--- config.mk ---
export PLATFORM = sky130hd
export DESIGN_NAME = uart_cmd_framer
export DESIGN_NICKNAME = d
export VERILOG_FILES = /design/src/rtl/uart_cmd_pkg.sv /design/src/rtl/uart_cmd_timeout.sv /design/src/rtl/uart_cmd_framer.sv
export SDC_FILE = /design/constraint.sdc
export NUM_CORES = 1
export LEC_CHECK = 0
export ABC_CLOCK_PERIOD_IN_PS = 4300
export CAP_MARGIN = 15
export CORE_MARGIN = 3
export CORE_UTILIZATION = 50
export DETAILED_ROUTE_END_ITERATION = 10
export GPL_TIMING_DRIVEN = 0
export PLACE_DENSITY = 0.76
export SYNTH_ARGS = -nofsm -noshare
export SYNTH_HDL_FRONTEND = slang
export SYNTH_SLANG_ARGS = --single-unit
--- constraint.sdc ---
create_clock -name clk40M -period 4.3 [get_ports clk40M]
set_input_delay 0.86 -clock clk40M [delete_from_list [all_inputs] [get_ports clk40M]]
set_output_delay 0.86 -clock clk40M [all_outputs]
set_load 0.05 [all_outputs]
--- src/rtl/uart_cmd_pkg.sv ---
// Shared types and constants for the UART command framer and its helpers.
// Frame layout: sync, cmd, addrLsb, addrMsb, dataLsb, dataMsb, checksum.
package uart_cmd_pkg;

  typedef enum logic [1:0] {
    HUNT    = 2'd0,
    PAYLOAD = 2'd1,
    CHECK   = 2'd2
  } state_e;

  localparam int FRAME_PAYLOAD_LEN = 5;

  localparam logic [2:0] IDX_CMD  = 3'd0;
  localparam logic [2:0] IDX_ALSB = 3'd1;
  localparam logic [2:0] IDX_AMSB = 3'd2;
  localparam logic [2:0] IDX_DLSB = 3'd3;
  localparam logic [2:0] IDX_DMSB = 3'd4;

  localparam logic [7:0] DEFAULT_SYNC_BYTE = 8'hA5;

endpackage

--- src/rtl/uart_cmd_timeout.sv ---
// Loadable down-counter for inter-byte timeouts: i_load reloads LOAD_VAL,
// i_en counts down, o_expire flags an enabled cycle with the count at zero.
module uart_cmd_timeout #(
  parameter int LOAD_VAL = 399999,
  parameter int W        = $clog2(LOAD_VAL + 1)
) (
  input  logic clk,
  input  logic rst,
  input  logic i_load,
  input  logic i_en,
  output logic o_expire
);

  logic [W-1:0] r_cnt;

  always_ff @(posedge clk or posedge rst) begin
    if (rst) begin
      r_cnt <= '0;
    end else if (i_load) begin
      r_cnt <= W'(LOAD_VAL);
    end else if (i_en && (r_cnt != '0)) begin
      r_cnt <= r_cnt - 1'b1;
    end
  end

  assign o_expire = i_en && (r_cnt == '0);

endmodule

--- src/rtl/uart_cmd_framer.sv ---
// Assembles 7-byte UART command frames, validates the XOR checksum and
// publishes the command fields with a one-cycle cmdUpdate strobe.
module uart_cmd_framer
  import uart_cmd_pkg::*;
#(
  parameter logic [7:0] SYNC_BYTE   = DEFAULT_SYNC_BYTE,
  parameter int         TIMEOUT_CYC = 400000,
  parameter int         CNT_W       = 16
) (
  input  logic             clk40M,
  input  logic             rst,
  input  logic             rx_valid,
  input  logic [7:0]       rx_data,
  input  logic             rx_err,
  output logic             cmdUpdate,
  output logic [7:0]       cmd,
  output logic [7:0]       addrLsb,
  output logic [7:0]       addrMsb,
  output logic [7:0]       dataLsb,
  output logic [7:0]       dataMsb,
  output logic             frameErr,
  output logic             timeoutErr,
  output logic [CNT_W-1:0] frameCnt
);

  state_e     r_state;
  logic [2:0] r_idx;
  logic [7:0] r_chk;
  logic [7:0] r_shadow [FRAME_PAYLOAD_LEN];

  logic w_in_frame;
  logic w_tmo_load;
  logic w_tmo_en;
  logic w_tmo_expire;

  // The counter sits reloaded while hunting, so every frame starts a fresh window.
  assign w_in_frame = (r_state != HUNT);
  assign w_tmo_load = !w_in_frame || rx_valid;
  assign w_tmo_en   = w_in_frame && !rx_valid;

  uart_cmd_timeout #(
    .LOAD_VAL (TIMEOUT_CYC - 1)
  ) u_timeout (
    .clk      (clk40M),
    .rst      (rst),
    .i_load   (w_tmo_load),
    .i_en     (w_tmo_en),
    .o_expire (w_tmo_expire)
  );

  always_ff @(posedge clk40M or posedge rst) begin
    if (rst) begin
      r_state    <= HUNT;
      r_idx      <= '0;
      r_chk      <= '0;
      for (int i = 0; i < FRAME_PAYLOAD_LEN; i++) r_shadow[i] <= '0;
      cmdUpdate  <= 1'b0;
      frameErr   <= 1'b0;
      timeoutErr <= 1'b0;
      cmd        <= '0;
      addrLsb    <= '0;
      addrMsb    <= '0;
      dataLsb    <= '0;
      dataMsb    <= '0;
      frameCnt   <= '0;
    end else begin
      cmdUpdate  <= 1'b0;
      frameErr   <= 1'b0;
      timeoutErr <= 1'b0;
      case (r_state)
        HUNT: begin
          if (rx_valid && (rx_data == SYNC_BYTE)) begin
            r_state <= PAYLOAD;
            r_idx   <= '0;
            r_chk   <= '0;
          end
        end
        PAYLOAD: begin
          // rx_err outranks a coincident byte, which outranks an expiring timer.
          if (rx_err) begin
            frameErr <= 1'b1;
            r_state  <= HUNT;
          end else if (rx_valid) begin
            for (int i = 0; i < FRAME_PAYLOAD_LEN; i++) begin
              if (r_idx == 3'(i)) r_shadow[i] <= rx_data;
            end
            r_chk <= r_chk ^ rx_data;
            r_idx <= r_idx + 3'd1;
            if (r_idx == IDX_DMSB) r_state <= CHECK;
          end else if (w_tmo_expire) begin
            timeoutErr <= 1'b1;
            r_state    <= HUNT;
          end
        end
        CHECK: begin
          if (rx_err) begin
            frameErr <= 1'b1;
            r_state  <= HUNT;
          end else if (rx_valid) begin
            if (rx_data == r_chk) begin
              cmd       <= r_shadow[IDX_CMD];
              addrLsb   <= r_shadow[IDX_ALSB];
              addrMsb   <= r_shadow[IDX_AMSB];
              dataLsb   <= r_shadow[IDX_DLSB];
              dataMsb   <= r_shadow[IDX_DMSB];
              cmdUpdate <= 1'b1;
              frameCnt  <= frameCnt + 1'b1;
            end else begin
              frameErr <= 1'b1;
            end
            r_state <= HUNT;
          end else if (w_tmo_expire) begin
            timeoutErr <= 1'b1;
            r_state    <= HUNT;
          end
        end
        default: r_state <= HUNT;
      endcase
    end
  end

endmodule

## Word-level counts from Yosys, hierarchy flattened

Cells that the tools add are included.
Widths: inputs -> output; s select.

- Flip-flop bits (word level): 131
- Input port bits: 12
- Output and inout bits: 59
- Word-level logic and storage cells: 89

- Add/sub/neg operators: 3
- Equality and inequality tests: 12
- Multiplexer cells: 31
- Bitwise logic cells: 2
- Reduce and logical (&&, ||, !) cells: 23

Operator list:

| operator | number |
|---|---|
| $mux 19 | 2 |
| $reduce_and 4->1 | 7 |
| $mux 8 | 3 |
| $logic_not 19->1 | 1 |
| $reduce_bool 19->1 | 1 |
| $sub 19x1->19 const B | 1 |
| $add 16x1->16 const B | 1 |
| $pmux 8 s2 | 1 |
| $mux 2 | 7 |
| $mux 1 | 12 |
| $mux 3 | 3 |
| $eq 8x8->1 | 1 |
| $eq 8x8->1 const B | 1 |
| $xor 8x8->8 | 1 |
| $eq 3x2->1 const B | 2 |
| $ne 2x2->1 const B | 3 |
| $pmux 2 s3 | 1 |
| $pmux 3 s2 | 1 |
| $reduce_bool 2->1 | 3 |
| $logic_and 1x1->1 | 4 |
| $ne 4x4->1 const B | 1 |
| $add 3x1->3 const B | 1 |
| $eq 3x1->1 const B | 1 |
| $eq 3x3->1 const B | 1 |
| other kinds (10) | 11 |

## Depth between registers and ports, before layout

Gate-level depths: netlist of run 1.

- Depth after elaboration: 7
- Gate-level depth with buffers: 9
- Depth with buffers taken out: 7

## Hierarchy

Synthesis of run 1 repeated with hierarchy kept, for this count alone.

- Cells, all modules: 485
- Area total of the unflattened synthesis: 6247.2 sq um

By module, submodules not included:

| module | times used | cells each | area an instance (sq um) |
|---|---|---|---|
| uart_cmd_framer | 1 | 359 | 5078.6 |
| uart_cmd_timeout | 1 | 126 | 1168.6 |

## Worst setup path before layout of run 1

Ideal clock, no wire load.

- Path type: input to register
- Start: in rx_data[0]
- End: reg addrLsb[7]
- Library setup time: 0.125 ns
- Arrival time: 2.263 ns
- Setup slack: 1.912 ns
- Stages on the path: 6
- Buffers on the path: 2
- Cell sequence: buf_2 xnor2_1 nand4_1 nor3_4 buf_6 mux2_2

- Longest elaborated chain between the ends: 2

RTL lines:

| element | line | source |
|---|---|---|
| start: declaration | uart_cmd_framer.sv:13 | `input logic [7:0] rx_data,` |
| $eq 8x8->1 | uart_cmd_framer.sv:100 | `if (rx_data == r_chk) begin` |
| $reduce_and 4->1 (no source line) | n/a |  |
| end signal: assignment | uart_cmd_framer.sv:102 | `addrLsb <= r_shadow[IDX_ALSB];` |
| end: declaration | uart_cmd_framer.sv:17 | `output logic [7:0] addrLsb,` |

No other way between the ends.
A chain may end at the register's enable or synchronous reset.

## Worst setup path after layout of run 1

- Start: reg frameCnt[2]
- End: out frameCnt[2]

RTL lines:

| element | line | source |
|---|---|---|
| start: declaration | uart_cmd_framer.sv:23 | `output logic [CNT_W-1:0] frameCnt` |
| start signal: assignment | uart_cmd_framer.sv:107 | `frameCnt <= frameCnt + 1'b1;` |

No word-level cell between the ends.

==> flow_summary.json, run 1 <==
{
  "instances_no_fill": 702,
  "vias": 3845,
  "fin_crit_sh_pct": 60.3,
  "cts-root-buf": "clkbuf_16",
  "slew_headroom_pct": 52.6,
  "max_stage_delay_ns": 0.86,
  "cts_tree": "done",
  "topRoutingLayerUsed": "met4",
  "drive_gt1_share_pct": 26.5,
  "syn_area_per_cell_um2": 12.8,
  "wire_per_inst_um": 17.2,
  "wl_met3_um": 451,
  "cp_slowest_cell": "clkdlybuf4s50_1",
  "dr.pass1.iters": 4,
  "path_max_fanout": 5,
  "worstPathArrival_ns": 1.73,
  "clock_skew_ns": 0.00690,
  "vdd_drop_max_mv": 0.529,
  "drt-initial-drc-count": 286,
  "fp.dieW_um": 115,
  "yosysSeqAreaShare_pct": 55.3,
  "cts_htree_levels": 4,
  "dp.cells": 671,
  "regToRegStartpoint": "r_state[1]$_DFFE_PP0P_",
  "cts_made_buffers": 17,
  "hold_buffers": 0,
  "ant_nets": 0,
  "cap_violations": 0,
  "fill_cells": 868,
  "p_total_uw": 3180,
  "worst_path_dominant_cell_family": "buffers and inverters",
  "setup_slack_ns": 1.71,
  "worstRegToRegCells": 6,
  "globalRouteTotalUtil_pct": 19.9,
  "start_util_pct": 51.5,
  "tightest_slew_ns": 0.708,
  "path_cells": "clkdlybuf4s50_1",
  "hp-class": "reg -> reg",
  "dr_wl_met2_mm": 6.20,
  "synthCells": 464,
  "ios": 71,
  "report.final.slew_viol_count": 0,
  "rsz0062_at_grt": "no",
  "wl_met1_mm": 5.29,
  "vias_per_cell": 5.48,
  "clock-sinks": 131,
  "hold_start": "frameCnt[15]$_DFFE_PP0P_",
  "synth-async-reset-ratio_pct": 100,
  "clk_latency_ns": 0.41,
  "ys_ff_latch": 131,
  "nets": 571,
  "place.gp.congestion": 0.786,
  "layout_commonest_cell": "dfrtp_1",
  "crit_type": "reg -> out",
  "cts_setup_buffers": 0,
  "fp-row-count": 39,
  "netlist_area_mm2": 0.00593,
  "grt_pass1_wl_mm": 20.3,
  "status": "completed",
  "setup_viol": 0,
  "rrSetupSlack_ns": 1.91,
  "design.die.area_mm2": 0.0132,
  "cp.required_ns": 3.44,
  "holdPathStages": 1,
  "portBuffers": 61,
  "setup_tns_ns": 0,
  "start_kind": "flop",
  "place_ws_ns": 1.27,
  "coreArea_mm2": 0.0115,
  "grt_overflow": 0,
  "fp.dieH_um": 115,
  "hold_slack_ns": 0.467,
  "max_freq_mhz": 386,
  "synth_edf_count": 0,
  "period_needed_ns": 2.59,
  "path_depth": 1,
  "critical_path.endpoint_type": "output port",
  "power_density_mw_per_mm2": 426,
  "dp_hpwl_mm": 8.13,
  "holdPathEnd": "frameCnt[15]$_DFFE_PP0P_",
  "synthDistinctLibCells": 49,
  "post_cts_resized": 0,
  "critPathBufInv": 1,
  "hold_violations": 0,
  "remaining_drc_errors": 0,
  "synth_top_flop_cell": "dfrtp_1",
  "antenna_found_initial": 0,
  "cts.path.max_buffers": 2,
  "grt_max_degree": 43,
  "syn-num-nets": 488,
  "clk_pin_slew_worst_paths_ns": 0.06,
  "synth-warning-count": 0,
  "diodes": 0,
  "r2r_end": "r_shadow[3]$_DFFE_PP0P_",
  "grt_pass1_vias": 4019,
  "syn_to_final_growth_pct": 25.7,
  "wirelength_mm": 12.1,
  "p_leak_uw": 0.00340,
  "final_cell_mix": "131 x dfrtp_1, 82 x mux2_2, 61 x clkdlybuf4s50_1, 28 x nand2_1, 27 x xnor2_1"
}
## stage by stage
| step | util (%) | cell area, um^2 |
|---|---|---|
| floorplan | - | 5940 |
| global placement | 58.4 | 6730 |
| detailed placement | 58.9 | 6790 |
| CTS | 64.8 | 7460 |
| global route | 64.8 | 7460 |
| finish | 64.8 | 7460 |
## worst register-to-register path: cells and delay by family, from the launching register on
| family | cells | cell delay, ns |
|---|---|---|
| mux | 1 | 0.41 |
| fa+ha+maj | 1 | 0.15 |
| simple gates | 2 | 0.88 |
| buf+inv | 2 | 0.41 |
| flops | 1 | 0.42 |
## cells by family (layout without fill, tap and decap cells)
logic type	after synthesis	count (layout)	share of synthesized area, %
buf+inv	34	129	3.16
mux	82	82	15.6
fa+ha+maj	12	12	2.53
xor+xnor	35	35	5.29
flops	131	131	55.3
simple gates	117	117	11.8
compound gates	53	53	6.43
## power by group
group	total [uW]	switching, uW	leakage (uW)	internal (uW)
sequential	1290	22.5	0.00176	1270
combinational	259	163	0.00131	95.6
clock	1630	503	0.000322	1130
total	3180	688	0.00340	2490
## worst max path at each step
stage / endpoint / slack (ns) / start
6_report: frameCnt[2] / 1.71 / frameCnt[2]$_DFFE_PP0P_
5_1_grt: frameCnt[2] / 1.63 / frameCnt[2]$_DFFE_PP0P_
4_1_cts: frameCnt[2] / 1.68 / frameCnt[2]$_DFFE_PP0P_
3_5_place_dp: dataLsb[7]$_DFFE_PP0P_ / 1.27 / rx_err
3_3_place_gp: dataLsb[4]$_DFFE_PP0P_ / 0.72 / rst
2_1_floorplan: addrLsb[0]$_DFFE_PP0P_ / 1.82 / rst
## sequential cells by signal, indices dropped and copies added, names as in the netlist
register,count
cmd,8
u_timeout.r_cnt,19
timeoutErr,1
addrMsb,8
cmdUpdate,1
dataLsb,8
r_shadow,40
addrLsb,8
frameCnt,16
frameErr,1
dataMsb,8
r_state,2
r_chk,8
r_idx,3
## cell usage after synthesis, types with 7 or more instances
library cell,instances,area (um^2)
xor2_1,7,61.3
mux2_2,82,923
nand3_1,15,75.1
xnor2_1,27,236
buf_2,12,60.1
o21ai_0,19,95.1
nor3b_1,7,52.6
inv_1,12,45.0
nand4_1,12,75.1
nand2_1,28,105
and3_1,8,50.1
ha_1,12,150
a21oi_1,10,50.1
nor2_1,19,71.3
dfrtp_1,131,3280
## final cells by class
cell class	instances	area [um^2]	area share (%)
Timing Repair Buffer	64	671	8.99
Buffer	22	143	1.91
Clock inverter	9	200	2.68
Multi-Input combinational cell	299	2470	33.1
Inverter	12	48.8	0.654
Clock buffer	22	474	6.36
Sequential cell	131	3280	43.9
Tap cell	143	179	2.40
## routing by layer
metal	global-route usage (%)	vias to the layer above
li1	-	1814
met1	25.5	1944
met2	32.8	74
met3	5.89	13
met4	5.79	0
met5	0	-
Power figures use the tool's default switching activity.
==> run 2, diff against run 1 <==
--- a/config.mk
+++ b/config.mk
@@ -5,7 +5,7 @@
 export SDC_FILE = /design/constraint.sdc
 export NUM_CORES = 1
 export LEC_CHECK = 0
-export ABC_CLOCK_PERIOD_IN_PS = 4300
+export ABC_CLOCK_PERIOD_IN_PS = 2100
 export CAP_MARGIN = 15
 export CORE_MARGIN = 3
 export CORE_UTILIZATION = 50
==> constraint.sdc (replaced) <==
create_clock -name clk40M -period 2.1 [get_ports clk40M]
set_input_delay 0.42 -clock clk40M [delete_from_list [all_inputs] [get_ports clk40M]]
set_output_delay 0.42 -clock clk40M [all_outputs]
set_load 0.05 [all_outputs]
==> run 2 against run 1 <==
Net effect: clock skew is 0.0014 ns lower; global-route usage increased by 0.15 points; flip-flop and latch count unchanged; via count rose by 0.55%; largest power group unchanged; first-iteration DRC count fell by 10%; register-to-register slack worse by 1.8 ns; non-clock buffer count increased by 4; design area rose by 1.4%; power up 110%; sequential power grew 100%; die area stayed put.
==> flow_summary.json, run 2 (synthesis gave the netlist of run 1 again) <==
{
  "instances_no_fill": 707,
  "wire_per_inst_um": 17.4,
  "worstPathArrival_ns": 1.62,
  "clk_pin_slew_worst_paths_ns": 0.06,
  "max_freq_mhz": 490,
  "setup_slack_ns": 0.0599,
  "hold_violations": 0,
  "cts_tree": "done",
  "p_sw_uw": 1420,
  "syn_to_final_growth_pct": 27.6,
  "setup_viol": 0,
  "slew_headroom_pct": 65.0,
  "fp-row-count": 39,
  "power_density_mw_per_mm2": 863,
  "cts_made_buffers": 17,
  "cts_htree_levels": 4,
  "max_stage_delay_ns": 0.82,
  "period_needed_ns": 2.04,
  "placed_cell_area_mm2": 0.00679,
  "dp_hpwl_mm": 8.13,
  "p_sw_share_pct": 21.7,
  "grt_pass1_wl_mm": 20.5,
  "rsz0062_at_grt": "yes",
  "clk_latency_ns": 0.41,
  "cp.required_ns": 1.68,
  "grt_pass1_vias": 4046,
  "ios": 71,
  "cts-root-buf": "clkbuf_16",
  "design.die.area_mm2": 0.0132,
  "largest-register": "r_shadow",
  "power_frac_comb_pct": 8.3,
  "vias_per_cell": 5.47,
  "reg_top3": "r_shadow: 40 flops, u_timeout.r_cnt: 19 flops, frameCnt: 16 flops",
  "tightest_slew_ns": 0.523,
  "p_int_uw": 5110,
  "start_util_pct": 51.5,
  "clock-sinks": 131,
  "place.gp.congestion": 0.786,
  "dr.pass1.iters": 5,
  "p_leak_uw": 0.00356,
  "coreArea_mm2": 0.0115,
  "grt_max_degree": 43,
  "final_cell_mix": "131 x dfrtp_1, 82 x mux2_2, 51 x clkdlybuf4s50_1, 27 x xnor2_1, 24 x nand2_1",
  "crit_type": "reg -> out",
  "dp.cells": 671,
  "path_max_fanout": 4,
  "start_kind": "flop",
  "cap_violations": 0,
  "report.final.slew_viol_count": 0,
  "globalRouteTotalUtil_pct": 20.0,
  "layout_commonest_cell": "dfrtp_1",
  "largest_reg_flops": 40,
  "critPathBufInv": 1,
  "postLayoutCellArea_mm2": 0.00757,
  "wirelength_mm": 12.3,
  "fp.dieW_um": 115,
  "fp.dieH_um": 115,
  "vias": 3866,
  "cts.path.max_buffers": 2,
  "antenna_found_initial": 1,
  "fin_crit_sh_pct": 97.1,
  "critical_path.endpoint_type": "output port",
  "path_cells": "clkdlybuf4s50_1",
  "status": "completed",
  "clock_skew_ns": 0.00547,
  "grt_overflow": 0,
  "fill_cells": 851,
  "nets": 575,
  "p_seq_share_pct": 40.5,
  "remaining_drc_errors": 0,
  "cp_slowest_cell": "clkdlybuf4s50_1",
  "vdd_drop_max_mv": 1.09,
  "worst_path_dominant_cell_family": "buffers and inverters",
  "drt-initial-drc-count": 257,
  "place_ws_ns": -0.488,
  "drive_gt1_share_pct": 29.7,
  "hp-class": "in -> reg",
  "p_clk_share_pct": 51.2,
  "portBuffers": 61,
  "ant_nets": 0
}
run 2: timing repair:
action                                  CTS  global route
endpoints found under the setup margin   89           108
resized for setup                        10            16
hold buffers                              0             0
buffers inserted                          3             3
pin swaps                                 2             4
run 2: routing by layer:
metal	GRT usage, %	vias to the layer above	routed length, um
met3	5.95	11	387
li1	-	1829	-
met4	6.26	0	128
met2	33.1	63	6410
met1	25.5	1963	5400
met5	0	-	0
run 2: area by class of cell:
cell class | count | area (um^2) | share of cell area [%]
clock inverter | 9 | 200 | 2.65
inverter | 12 | 48.8 | 0.645
buffer | 20 | 135 | 1.79
sequential | 131 | 3280 | 43.3
tap | 143 | 179 | 2.36
timing repair buffer | 70 | 738 | 9.75
clock buffer | 22 | 474 | 6.27
antenna | 1 | 2.50 | 0.0331
multi-input combinational | 299 | 2510 | 33.2
run 2: final timing paths:
check                                         startpoint                         endpoint  slack, ns  cells after the start
max in group asynchronous                            rst           dataLsb[0]$_DFFE_PP0P_       0.94                      4
worst max-delay path             frameCnt[7]$_DFFE_PP0P_                      frameCnt[7]       0.06                      1
worst max register to register    r_state[0]$_DFFE_PP0P_           dataLsb[7]$_DFFE_PP0P_       0.07                      7
worst min-delay path                          rx_data[6]          r_shadow[6]$_DFFE_PP0P_       0.32                      2
worst min register to register  frameCnt[15]$_DFFE_PP0P_         frameCnt[15]$_DFFE_PP0P_       0.47                      1
min in group asynchronous                            rst  u_timeout.r_cnt[10]$_DFFE_PP0P_       0.38                      2
run 2: power groups by stage:
stage          registers, uW  clock network (uW)  logic [uW]
6_report                2640                3340         541
5_1_grt                 2650                3530         603
4_1_cts                 2640                3400         536
3_5_place_dp            2680                   0         528
3_3_place_gp            2680                   0         496
2_1_floorplan           2680                   0         397
run 2: through the flow:
stage	util [%]	power [uW]	hold slack (ns)	TNS, ns
after floorplan	-	3070	0.471	0
after global placement	58.4	3180	0.462	-162.24
after detailed placement	58.9	3210	0.471	-28.76
after CTS	65.1	6580	0.306	0
after global routing	65.7	6780	0.305	-0.575
final	65.7	6530	0.318	0
==> run 3, diff against run 2 <==
--- a/config.mk
+++ b/config.mk
@@ -5,13 +5,14 @@
 export SDC_FILE = /design/constraint.sdc
 export NUM_CORES = 1
 export LEC_CHECK = 0
+export ABC_AREA = 1
 export ABC_CLOCK_PERIOD_IN_PS = 2100
 export CAP_MARGIN = 15
 export CORE_MARGIN = 3
-export CORE_UTILIZATION = 50
+export CORE_UTILIZATION = 51
 export DETAILED_ROUTE_END_ITERATION = 10
 export GPL_TIMING_DRIVEN = 0
-export PLACE_DENSITY = 0.76
+export PLACE_DENSITY = 0.77
 export SYNTH_ARGS = -nofsm -noshare
 export SYNTH_HDL_FRONTEND = slang
 export SYNTH_SLANG_ARGS = --single-unit
==> run 3 against run 2 <==
Net effect: design area increased by 0.58%; power increased by 8.0%; sequential power increased by 17%; combinational power increased by 110%; global-route usage increased by 2.8 points; register-to-register slack improved by 0.12 ns; flip-flop and latch count unchanged; worst hold slack improved by 0.12 ns; maximum frequency decreased by 0.77%; core utilization increased by 0.38 points; clock power decreased by 15%; clock skew increased by 0.0020 ns; largest cell class unchanged.
==> flow_summary.json, run 3 <==
{
  "portBuffers": 70,
  "yosysTopAreaCell": "dfrtp_1",
  "synth_edf_count": 0,
  "synth_top_flop_cell": "dfrtp_1",
  "vias_per_cell": 5.16,
  "clk_pin_slew_worst_paths_ns": 0.06,
  "cts_htree_levels": 4,
  "cts.path.max_buffers": 2,
  "fp.dieW_um": 115,
  "cts_tree": "done",
  "fin_crit_sh_pct": 97.9,
  "grt_max_degree": 45,
  "hold_slack_ns": 0.438,
  "cp_slowest_cell": "clkdlybuf4s50_1",
  "synth_common_cells": "262 x nand2_1, 131 x dfrtp_1, 80 x inv_1",
  "layout_commonest_cell": "nand2_1",
  "clk_latency_ns": 0.42,
  "globalRouteTotalUtil_pct": 22.9,
  "rsz0062_at_grt": "no",
  "synthDistinctLibCells": 28,
  "max_stage_delay_ns": 0.82,
  "place_ws_ns": -0.342,
  "status": "completed",
  "yosysSeqAreaShare_pct": 53.9,
  "period_needed_ns": 2.06,
  "setup_slack_ns": 0.0440,
  "critPathBufInv": 1,
  "syn-num-nets": 780,
  "synth-warning-count": 0,
  "syn_area_per_cell_um2": 8.04,
  "ios": 71,
  "synth_top_area_share_pct": 53.9,
  "synthTopCellsByArea": "dfrtp_1 54%, nand2_1 16%, o21ai_0 5.4%, inv_1 4.9%, nor2_1 4.0%",
  "ant_nets": 0,
  "coreArea_mm2": 0.0115,
  "cap_violations": 0,
  "netlist_area_mm2": 0.00608,
  "fp.dieH_um": 115,
  "cts-root-buf": "clkbuf_16",
  "crit_type": "reg -> out",
  "syn_to_final_growth_pct": 25.2,
  "path_cells": "clkdlybuf4s50_1",
  "yosysMostFrequentCell": "nand2_1",
  "cts_made_buffers": 17,
  "dr.pass1.iters": 5,
  "hold_violations": 0,
  "vdd_drop_max_mv": 0.915,
  "synth-async-reset-ratio_pct": 100,
  "slew_headroom_pct": 54.6,
  "setup_tns_ns": 0,
  "grt_pass1_vias": 5088,
  "cp.required_ns": 1.68,
  "ys_ff_latch": 131,
  "report.final.slew_viol_count": 0,
  "design.die.area_mm2": 0.0133,
  "max_freq_mhz": 486,
  "hp-class": "in -> reg",
  "final_util_pct": 66.1,
  "antenna_found_initial": 0,
  "wirelength_mm": 14.0,
  "p_leak_uw": 0.00384,
  "largest-register": "r_shadow",
  "synthCells": 756,
  "wire_per_inst_um": 14.0,
  "postLayoutCellArea_mm2": 0.00761,
  "path_max_fanout": 2,
  "diodes": 0,
  "start_kind": "flop",
  "grt_pass1_wl_mm": 24.0,
  "worstPathArrival_ns": 1.64,
  "fp-row-count": 39,
  "largest_reg_flops": 40,
  "worst_path_dominant_cell_family": "buffers and inverters",
  "place.gp.congestion": 0.896,
  "placed_cell_area_mm2": 0.00702,
  "remaining_drc_errors": 0,
  "vias": 5164,
  "dp_hpwl_mm": 9.94,
  "tightest_slew_ns": 0.680,
  "clock_skew_ns": 0.00750,
  "grt_overflow": 0,
  "drt-initial-drc-count": 396,
  "start_util_pct": 52.8,
  "critical_path.endpoint_type": "output port",
  "setup_viol": 0,
  "power_density_mw_per_mm2": 926,
  "nets": 871,
  "final_cell_mix": "262 x nand2_1, 131 x dfrtp_1, 78 x inv_1, 65 x o21ai_0, 62 x nor2_1",
  "drive_gt1_share_pct": 7.58,
  "clock-sinks": 131,
  "reg_top3": "r_shadow: 40 flops, u_timeout.r_cnt: 19 flops, frameCnt: 16 flops"
}
==> run 3: changes by cell type in the layout (fill, tap and decap cells not counted), sizes merged, moves of 10 or more <==
cell	delta
nand2	+234
inv	+74
buf	-13
nand3	+32
nand4	-10
o21ai	+66
nor2	+52
xnor2	-20
mux2	-82
==> run 3: area by class of cell <==
cell class / count / area, um^2
repair buffers: 73 / 759
well taps: 143 / 179
inverters: 86 / 327
plain buffers: 19 / 95.1
clock buffers: 18 / 439
flip-flops and latches: 131 / 3280
multi-input cells: 519 / 2400
fillers: 972 / 3900
clock inverters: 12 / 135
==> run 3: logic make-up after synthesis <==
group	share of synthesized area [%]
AO/OA/AOI/OAI	8.36
AND/OR/NAND/NOR	26.6
buffers and inverters	6.89
XOR/XNOR	1.73
flip-flops	53.9
adder cells (fa/ha/maj)	2.47
==> run 3: report_power, final <==
group / switching, uW / internal [uW] / total [uW]
Combinational: 753 / 356 / 1110
Clock: 1090 / 1770 / 2850
Sequential: 178 / 2910 / 3090
==> run 3: timing repair <==
item,4_1_cts,5_1_grt
gates resized for setup,15,14
setup buffers,0,0
endpoints found under the setup margin,23,78
endpoints found under the hold margin,0,0
hold buffers,0,0
==> run 3: stage by stage <==
step | power (uW) | instances
3_5_place_dp | 4190 | 972
5_1_grt | 7420 | 1001
3_3_place_gp | 4100 | 969
2_1_floorplan | 3850 | 756
6_report | 7050 | 1001
4_1_cts | 7080 | 1002
==> run 3: worst paths after layout <==
path | from | to | slack (ns) | cells after the start
max | addrLsb[7]$_DFFE_PP0P_ | addrLsb[7] | 0.04 | 1
min | rx_data[5] | r_shadow[37]$_DFFE_PP0P_ | 0.44 | 3
max reg2reg | r_state[1]$_DFFE_PP0P_ | r_idx[0]$_DFFE_PP0P_ | 0.19 | 8
min reg2reg | r_shadow[1]$_DFFE_PP0P_ | dataMsb[1]$_DFFE_PP0P_ | 0.48 | 2
max in group asynchronous | rst | r_shadow[26]$_DFFE_PP0P_ | 0.79 | 4
min in group asynchronous | rst | frameCnt[1]$_DFFE_PP0P_ | 0.46 | 2
==> run 3: routing by layer <==
metal	track usage [%]	routed length, um	vias up
met5	0	0	-
met4	9.23	279	0
met3	4.63	549	25
met2	37.1	6760	124
met1	30.2	6400	2468
li1	-	-	2547
